<file path="config.mk">
export PLATFORM = sky130hd
export DESIGN_NAME = fifo_sync_prog
export DESIGN_NICKNAME = d
export VERILOG_FILES = /design/src/rtl/fifo_sync_prog.sv
export SDC_FILE = /design/constraint.sdc
export NUM_CORES = 1
export LEC_CHECK = 0
export BUFFER_PORTS_ARGS = -buffer_cell sky130_fd_sc_hd__buf_2
export CAP_MARGIN = 40
export CELL_PAD_IN_SITES_DETAIL_PLACEMENT = 0
export CELL_PAD_IN_SITES_GLOBAL_PLACEMENT = 1
export CORE_ASPECT_RATIO = 1.25
export CORE_MARGIN = 3
export CORE_UTILIZATION = 47
export CTS_BUF_LIST = sky130_fd_sc_hd__clkbuf_16
export DETAILED_ROUTE_END_ITERATION = 12
export PLACE_DENSITY_LB_ADDON = 0.1
export RECOVER_POWER = 50
export SLEW_MARGIN = 20
export SYNTH_ARGS = -nofsm -noshare
export SYNTH_HDL_FRONTEND = slang
export SYNTH_SLANG_ARGS = --single-unit
</file>
<file path="constraint.sdc">
create_clock -name clk -period 2.6 [get_ports clk]
set_input_delay 0.39 -clock clk [delete_from_list [all_inputs] [get_ports clk]]
set_output_delay 0.39 -clock clk [all_outputs]
set_load 0.03 [all_outputs]
</file>
<file path="src/rtl/fifo_sync_prog.sv">
// Synchronous FIFO with programmable almost flags, occupancy count, flush and FWFT/registered read; push->visible after 1 edge.
// No stall: rejected push on full / pop on empty change nothing and pulse a registered error flag the following cycle.
module fifo_sync_prog #(
    parameter int W_WIDTH   = 8,
    parameter int DEPTH     = 16,
    parameter int AF_THRESH = DEPTH - 2,
    parameter int AE_THRESH = 2,
    parameter int FWFT      = 0
) (
    input  logic                       clk,
    input  logic                       rst,
    input  logic                       flush,
    input  logic                       push,
    input  logic [W_WIDTH-1:0]         in_data,
    input  logic                       pop,
    output logic [W_WIDTH-1:0]         data_out,
    output logic                       full,
    output logic                       empty,
    output logic                       almost_full,
    output logic                       almost_empty,
    output logic [$clog2(DEPTH):0]     count,
    output logic                       push_err_on_full,
    output logic                       pop_err_on_empty
);
    localparam int AW = $clog2(DEPTH);
    localparam int CW = AW + 1;
    localparam logic [CW-1:0] DEPTH_C = CW'(DEPTH);
    localparam logic [CW-1:0] AF_C    = CW'(AF_THRESH);
    localparam logic [CW-1:0] AE_C    = CW'(AE_THRESH);

    logic [W_WIDTH-1:0] r_mem [DEPTH];
    logic [AW-1:0]      r_wr_ptr;
    logic [AW-1:0]      r_rd_ptr;
    logic [CW-1:0]      r_count;
    logic               r_push_err;
    logic               r_pop_err;
    logic               w_pop_ok;
    logic               w_push_ok;

    // A pop frees a slot in the same cycle, so a full FIFO still takes a push alongside a valid pop.
    assign w_pop_ok  = pop && (r_count != '0);
    assign w_push_ok = push && ((r_count != DEPTH_C) || w_pop_ok);

    always_ff @(posedge clk) begin
        if (!rst && !flush && w_push_ok) begin
            r_mem[r_wr_ptr] <= in_data;
        end
    end

    always_ff @(posedge clk) begin
        if (rst || flush) begin
            r_wr_ptr   <= '0;
            r_rd_ptr   <= '0;
            r_count    <= '0;
            r_push_err <= 1'b0;
            r_pop_err  <= 1'b0;
        end else begin
            if (w_push_ok) begin
                r_wr_ptr <= r_wr_ptr + 1'b1;
            end
            if (w_pop_ok) begin
                r_rd_ptr <= r_rd_ptr + 1'b1;
            end
            if (w_push_ok && !w_pop_ok) begin
                r_count <= r_count + 1'b1;
            end else if (w_pop_ok && !w_push_ok) begin
                r_count <= r_count - 1'b1;
            end
            r_push_err <= push && !w_push_ok;
            r_pop_err  <= pop && !w_pop_ok;
        end
    end

    generate
        if (FWFT == 0) begin : g_reg_read
            logic [W_WIDTH-1:0] r_data_out;
            always_ff @(posedge clk) begin
                if (rst) begin
                    r_data_out <= '0;
                end else if (!flush && w_pop_ok) begin
                    r_data_out <= r_mem[r_rd_ptr];
                end
            end
            assign data_out = r_data_out;
        end else begin : g_fwft_read
            assign data_out = r_mem[r_rd_ptr];
        end
    endgenerate

    // Flags follow the registered count only, never the current-cycle requests.
    assign full             = (r_count == DEPTH_C);
    assign empty            = (r_count == '0);
    assign almost_full      = (r_count >= AF_C);
    assign almost_empty     = (r_count <= AE_C);
    assign count            = r_count;
    assign push_err_on_full = r_push_err;
    assign pop_err_on_empty = r_pop_err;

endmodule

</file>
== Word-level counts from Yosys, hierarchy flattened ==
Memories as Yosys holds them, arrays and structs flattened. A register that Yosys moved wholly into a read port is not among the register bits.
Cells that the tools add are included.
Widths: inputs -> output; s select.

* Memories kept: 1
* Input bits: 13
* Word-level logic and storage cells: 36
* RAM bits: 128
* Output and inout bits: 19
* Register bits: 15

* Reduce and logical (&&, ||, !) cells: 18
* Equality and inequality tests: 2
* Muxes and demuxes: 4
* Add/sub/neg operators: 4
* Order comparisons: 2

{| class="wikitable"
|+ Memories
! name !! depth !! width !! rd ports !! clocked after Yosys merged registers in !! write ports !! RTL line !! source
|-
| r_mem || 16 || 8 || 1 || 1 || 1 || 31 || <nowiki>logic [W_WIDTH-1:0] r_mem [DEPTH];</nowiki>
|}

{| class="wikitable"
|+ Operator list
! kind !! number
|-
| $mux 5 || 2
|-
| $logic_and 1x1->1 || 9
|-
| $add 4x1->4 const B || 2
|-
| $add 5x1->5 const B || 1
|-
| $eq 5x5->1 const B || 1
|-
| $ge 5x4->1 const B || 1
|-
| $le 5x2->1 const B || 1
|-
| $logic_not 5->1 || 1
|-
| $ne 5x5->1 const B || 1
|-
| $reduce_bool 5->1 || 1
|-
| $sub 5x1->5 const B || 1
|-
| $logic_not 1->1 || 4
|-
| $logic_or 1x1->1 || 2
|-
| $mux 1 || 2
|-
| $reduce_bool 2->1 || 1
|}

== Logic depth before layout (Yosys ltp) ==
* Depth after elaboration: 8
* Depth in mapped cells: 11
* Depth with buffers taken out: 10

== Worst setup path before layout ==
No wires, ideal clock.

* Path type: reg2reg
* From: register r_count[0], in the netlist count[0]
* To: register r_count[4], in the netlist count[4]
* Path buffers: 1
* Data required time: 2.528 ns
* Data arrival time: 2.897 ns
* Slack: -0.369 ns
* Period minus slack after synthesis: 2.969 ns
* Stages on the path, launching flop included: 12
* Library setup time: 0.072 ns
* Path through: dfxtp_1 or4_1 buf_6 o21ai_1 inv_1 ha_1 inv_1 ha_1 a21o_1 a21oi_1 mux2i_1 mux2i_1

* Word-level cells in the longest chain between the ends: 7
* Elaborated cells on any way between the ends: 14
* Those cells by class: 2 x add/sub; 1 x eq/ne; 2 x mux; 9 x reduce/logical

{| class="wikitable"
|+ RTL lines
! element !! RTL line !! source
|-
| start: declaration || 34 || <nowiki>logic [CW-1:0] r_count;</nowiki>
|-
| start signal: assignment || 65 || <nowiki>r_count <= r_count + 1'b1;</nowiki>
|-
| start signal: assignment || 67 || <nowiki>r_count <= r_count - 1'b1;</nowiki>
|-
| $reduce_bool 5->1 || 41 || <nowiki>assign w_pop_ok = pop && (r_count != '0);</nowiki>
|-
| $logic_and 1x1->1 || 41 ||
|-
| $logic_or 1x1->1 * || 42 || <nowiki>assign w_push_ok = push && ((r_count != DEPTH_C) || w_pop_ok);</nowiki>
|-
| $logic_and 1x1->1 * || 42 ||
|-
| named net w_push_ok || 38 || <nowiki>logic w_push_ok;</nowiki>
|-
| $logic_not 1->1 || 66 || <nowiki>end else if (w_pop_ok && !w_push_ok) begin</nowiki>
|-
| $logic_and 1x1->1 || 66 ||
|-
| $reduce_bool 2->1 (no line) || - ||
|}

Mark *: on every way through the listed nets, which the timed path passes. The rest lies on a longest branch. The select of a mux whose other input is x is not followed.
A chain may end at the register's enable or synchronous reset.

== Worst setup path after layout ==
* From: register r_count[2], in the netlist count[2]
* To: register r_count[4], in the netlist count[4]

* Word-level cells in the longest chain between the ends: 7
* Elaborated cells on any way between the ends: 14
* Those cells by class: 2 x add/sub; 1 x eq/ne; 2 x mux; 9 x reduce/logical

{| class="wikitable"
|+ RTL lines
! element
|-
| branches (longest 7 deep; another with $sub 5x1->5)
|}

Parallel ways; which one is timed is not known. The select of a mux whose other input is x is not followed.

==> impl_metrics.yaml <==
die:
  boundaryPins: 32
  fp.dieW_um: 108
  num_rows: 46
  coreArea_um2: 12700
  die_h_um: 134
  die_area_um2: 14400
  start_util: 0.481
power:
  power_density_nw_per_um2: 801
  ir_drop_mv: 0.452
  p_leak_nw: 2.40
cts:
  insertion_delay_ns: 0.41
  root_buffer: "clkbuf_16"
  cts.reportedPaths.clkPinSlew_ns: 0.07
  cts_buffers: 17
  cts_tree: "yes"
  cts_max_path_buffers: 2
  post_cts.repair.setup_buffers: 0
  hold_buffers: 0
  cts_resized: 0
  cts.htree.levels: 4
  cts.sinks: 151
global_routing:
  first_global_vias: 3198
  grt_max_degree: 35
  grt_overflow: 0
  grt_pass1_wl_um: 18600
  antenna_found_initial: 0
  grt.total_usage: 0.181
synth:
  ys_ff_latch: 151
  synth_compound_area_frac: 0.0382
  yosysTopAreaCell: "edfxtp_1"
  synth-edff-count: 128
  synthMuxAreaShare: 0.158
  synth_area_leaders: "edfxtp_1 (63%), mux4_2 (8.1%), dfxtp_1 (7.5%), mux4_1 (4.3%), nor2_1 (2.1%)"
  yosysSeqAreaShare: 0.703
  yosys.area_share.simple: 0.0450
  synth_top_area_share: 0.628
  syn_area_um2: 6120
  avgSynthCellArea_um2: 18.4
  synth-xor-area-share: 0.0100
  synth_top_family_by_area: "multiplexers"
  synthAdderAreaFrac: 0.0217
  syn_nets: 356
  async_reset_ff_frac: 0
  syn_inst: 333
  yosysUniqueCellTypes: 39
  yosysWarningCount: 0
  ys.flop_type: "edfxtp_1"
timing:
  final-hold-violation-count: 0
  rsz0062_at_grt: "false"
  finClkSkew_ns: 0.00818
  fin_crit_ns: 2.45
  finalMaxSlewViolations: 0
  fin_tns_setup_ns: 0
  finalWorstSetupSlack_ns: 0.148
  setup_violations: 0
  whs_ns: 0.252
  max-slew-margin-rel: 0.491
  fmax_mhz: 408
  fin_crit_sh: 0.943
  tightest_slew_ns: 0.760
worst_setup_path:
  ff2ff_setup_slack_ns: 0.15
  crit_type: "register to register"
  reg2regPathDepth: 9
  worstPathRequired_ns: 2.95
  end_kind: "register"
  cp-start-kind: "register"
  cp_top_family: "simple AND/OR/NAND/NOR gates"
  crit_arrival_ns: 2.80
  path_buf_inv: 1
  r2r-end: "count[4]$_SDFFE_PP0P_"
  slowest_stage: "or4_4"
  path_cells: "or4_4 -> o21ai_4 -> ha_4 -> inv_4 -> fa_2 -> a21o_1 -> a21oi_2 -> mux2i_1 -> mux2i_1"
  max_stage_delay_ns: 0.54
  cpMostUsedCell: "mux2i_1"
  cp_max_fo: 6
  rr_startpoint: "count[2]$_SDFFE_PP0P_"
  crit_start: "count[2]$_SDFFE_PP0P_"
cells_and_area:
  drive_above_1_share: 0.271
  fill_cells: 1032
  final_cell_mix: "edfxtp_1 (128), nor2_1 (34), clkbuf_1 (26)"
  syn_to_final_growth_pct: 18.0
  antenna_cells: 0
  layout.nets: 416
  final_common_cell: "edfxtp_1"
  fin_cells: 574
  post-route-util: 0.568
worst_hold_path:
  min_to: "push_err_on_full$_SDFF_PP0_"
  holdCritStartpoint: "push"
  hold_class: "input pin to register"
  holdPathStages: 3
job:
  drv_cap: 0
placement:
  dp_slack_ns: 0.0548
  port_buffers: 31
  placed_cells: 541
  gp_congestion: 0.729
  hpwl_um: 8060
run_status:
  status: "complete, no violations"
detailed_routing:
  drt-wirelength-per-cell_um: 21.2
  via_per_inst: 5.49
  drc: 0
  wl_um: 12200
  vias: 3152
  dr.first_iter.drc_count: 200
  ant_nets: 0
  dr.pass1.iters: 4
==> power breakdown <==
part / leakage (nW) / switching, mW / internal, mW
logic: 0.760 / 0.379 / 0.238
registers: 1.34 / 0.0236 / 2.66
clock network: 0.302 / 1.03 / 1.46
==> worst reg2reg max path, stage by stage, from the launching register on <==
cell and delay, ns:
dfxtp_4 0.37, or4_4 0.54, o21ai_4 0.18, ha_4 0.17
inv_4 0.05, fa_2 0.34, a21o_1 0.18, a21oi_2 0.14
mux2i_1 0.22, mux2i_1 0.19
==> per-layer routing <==
metal | routed length (um) | part of all wire | track usage
met5 | 0 | 0 | 0
met4 | 201 | 0.016 | 0.0660
met3 | 497 | 0.041 | 0.0427
met2 | 6310 | 0.52 | 0.298
met1 | 5190 | 0.43 | 0.236
==> flip-flops by register name, summed over array words and instances, names as in the netlist <==
signal            count
count                 5
data_out              8
pop_err_on_empty      1
push_err_on_full      1
r_mem               128
r_rd_ptr              4
r_wr_ptr              4
==> synthesized netlist by cell type, types with 2 or more instances <==
library cell	instances
o211ai_1	2
inv_1	6
xor2_1	5
mux2i_1	12
dfxtp_1	23
a221o_1	8
mux4_1	10
o21a_1	4
mux2_2	8
clkbuf_1	5
nand2_1	10
buf_1	3
nor2_1	34
edfxtp_1	128
nand3_1	4
xnor2_1	2
ha_1	9
mux4_2	22
nor3_1	7
nand2b_1	4
buf_6	6
a21oi_1	4
==> area by class of cell <==
class | instances | area (um^2) | share of cell area
repair buffers | 58 | 355 | 0.0492
well taps | 168 | 210 | 0.0291
clock inverters | 15 | 180 | 0.0249
flip-flops and latches | 151 | 4310 | 0.597
inverters | 6 | 25.0 | 0.00346
multi-input cells | 159 | 1720 | 0.238
clock buffers | 17 | 425 | 0.0589
==> stage by stage <==
step                power, mW  area [um^2]
floorplan                3.18         6150
global placement         3.35         6540
detailed placement       3.36         6630
CTS                      5.84         7230
global route             6.01         7230
finish                   5.79         7230
==> kinds of logic (layout without fill, tap and decap cells) <==
| logic type | after synthesis | in the layout |
|---|---|---|
| multiplexers | 52 | 52 |
| XOR/XNOR | 7 | 7 |
| buffers and inverters | 23 | 96 |
| AO/OA/AOI/OAI | 27 | 27 |
| flip-flops | 151 | 151 |
| adder cells (fa/ha/maj) | 10 | 10 |
| AND/OR/NAND/NOR | 63 | 63 |
==> worst max-delay path by stage <==
stage                            endpoint  slack [ns]  cells past startpoint
floorplan           count[4]$_SDFFE_PP0P_       -0.08                     10
global placement    count[4]$_SDFFE_PP0P_        0.11                     10
detailed placement  count[4]$_SDFFE_PP0P_        0.05                     10
CTS                 count[4]$_SDFFE_PP0P_        0.04                     10
global route        count[4]$_SDFFE_PP0P_        0.03                      9
finish              count[4]$_SDFFE_PP0P_        0.15                      9
No activity file was read; power rests on OpenSTA's default activity.
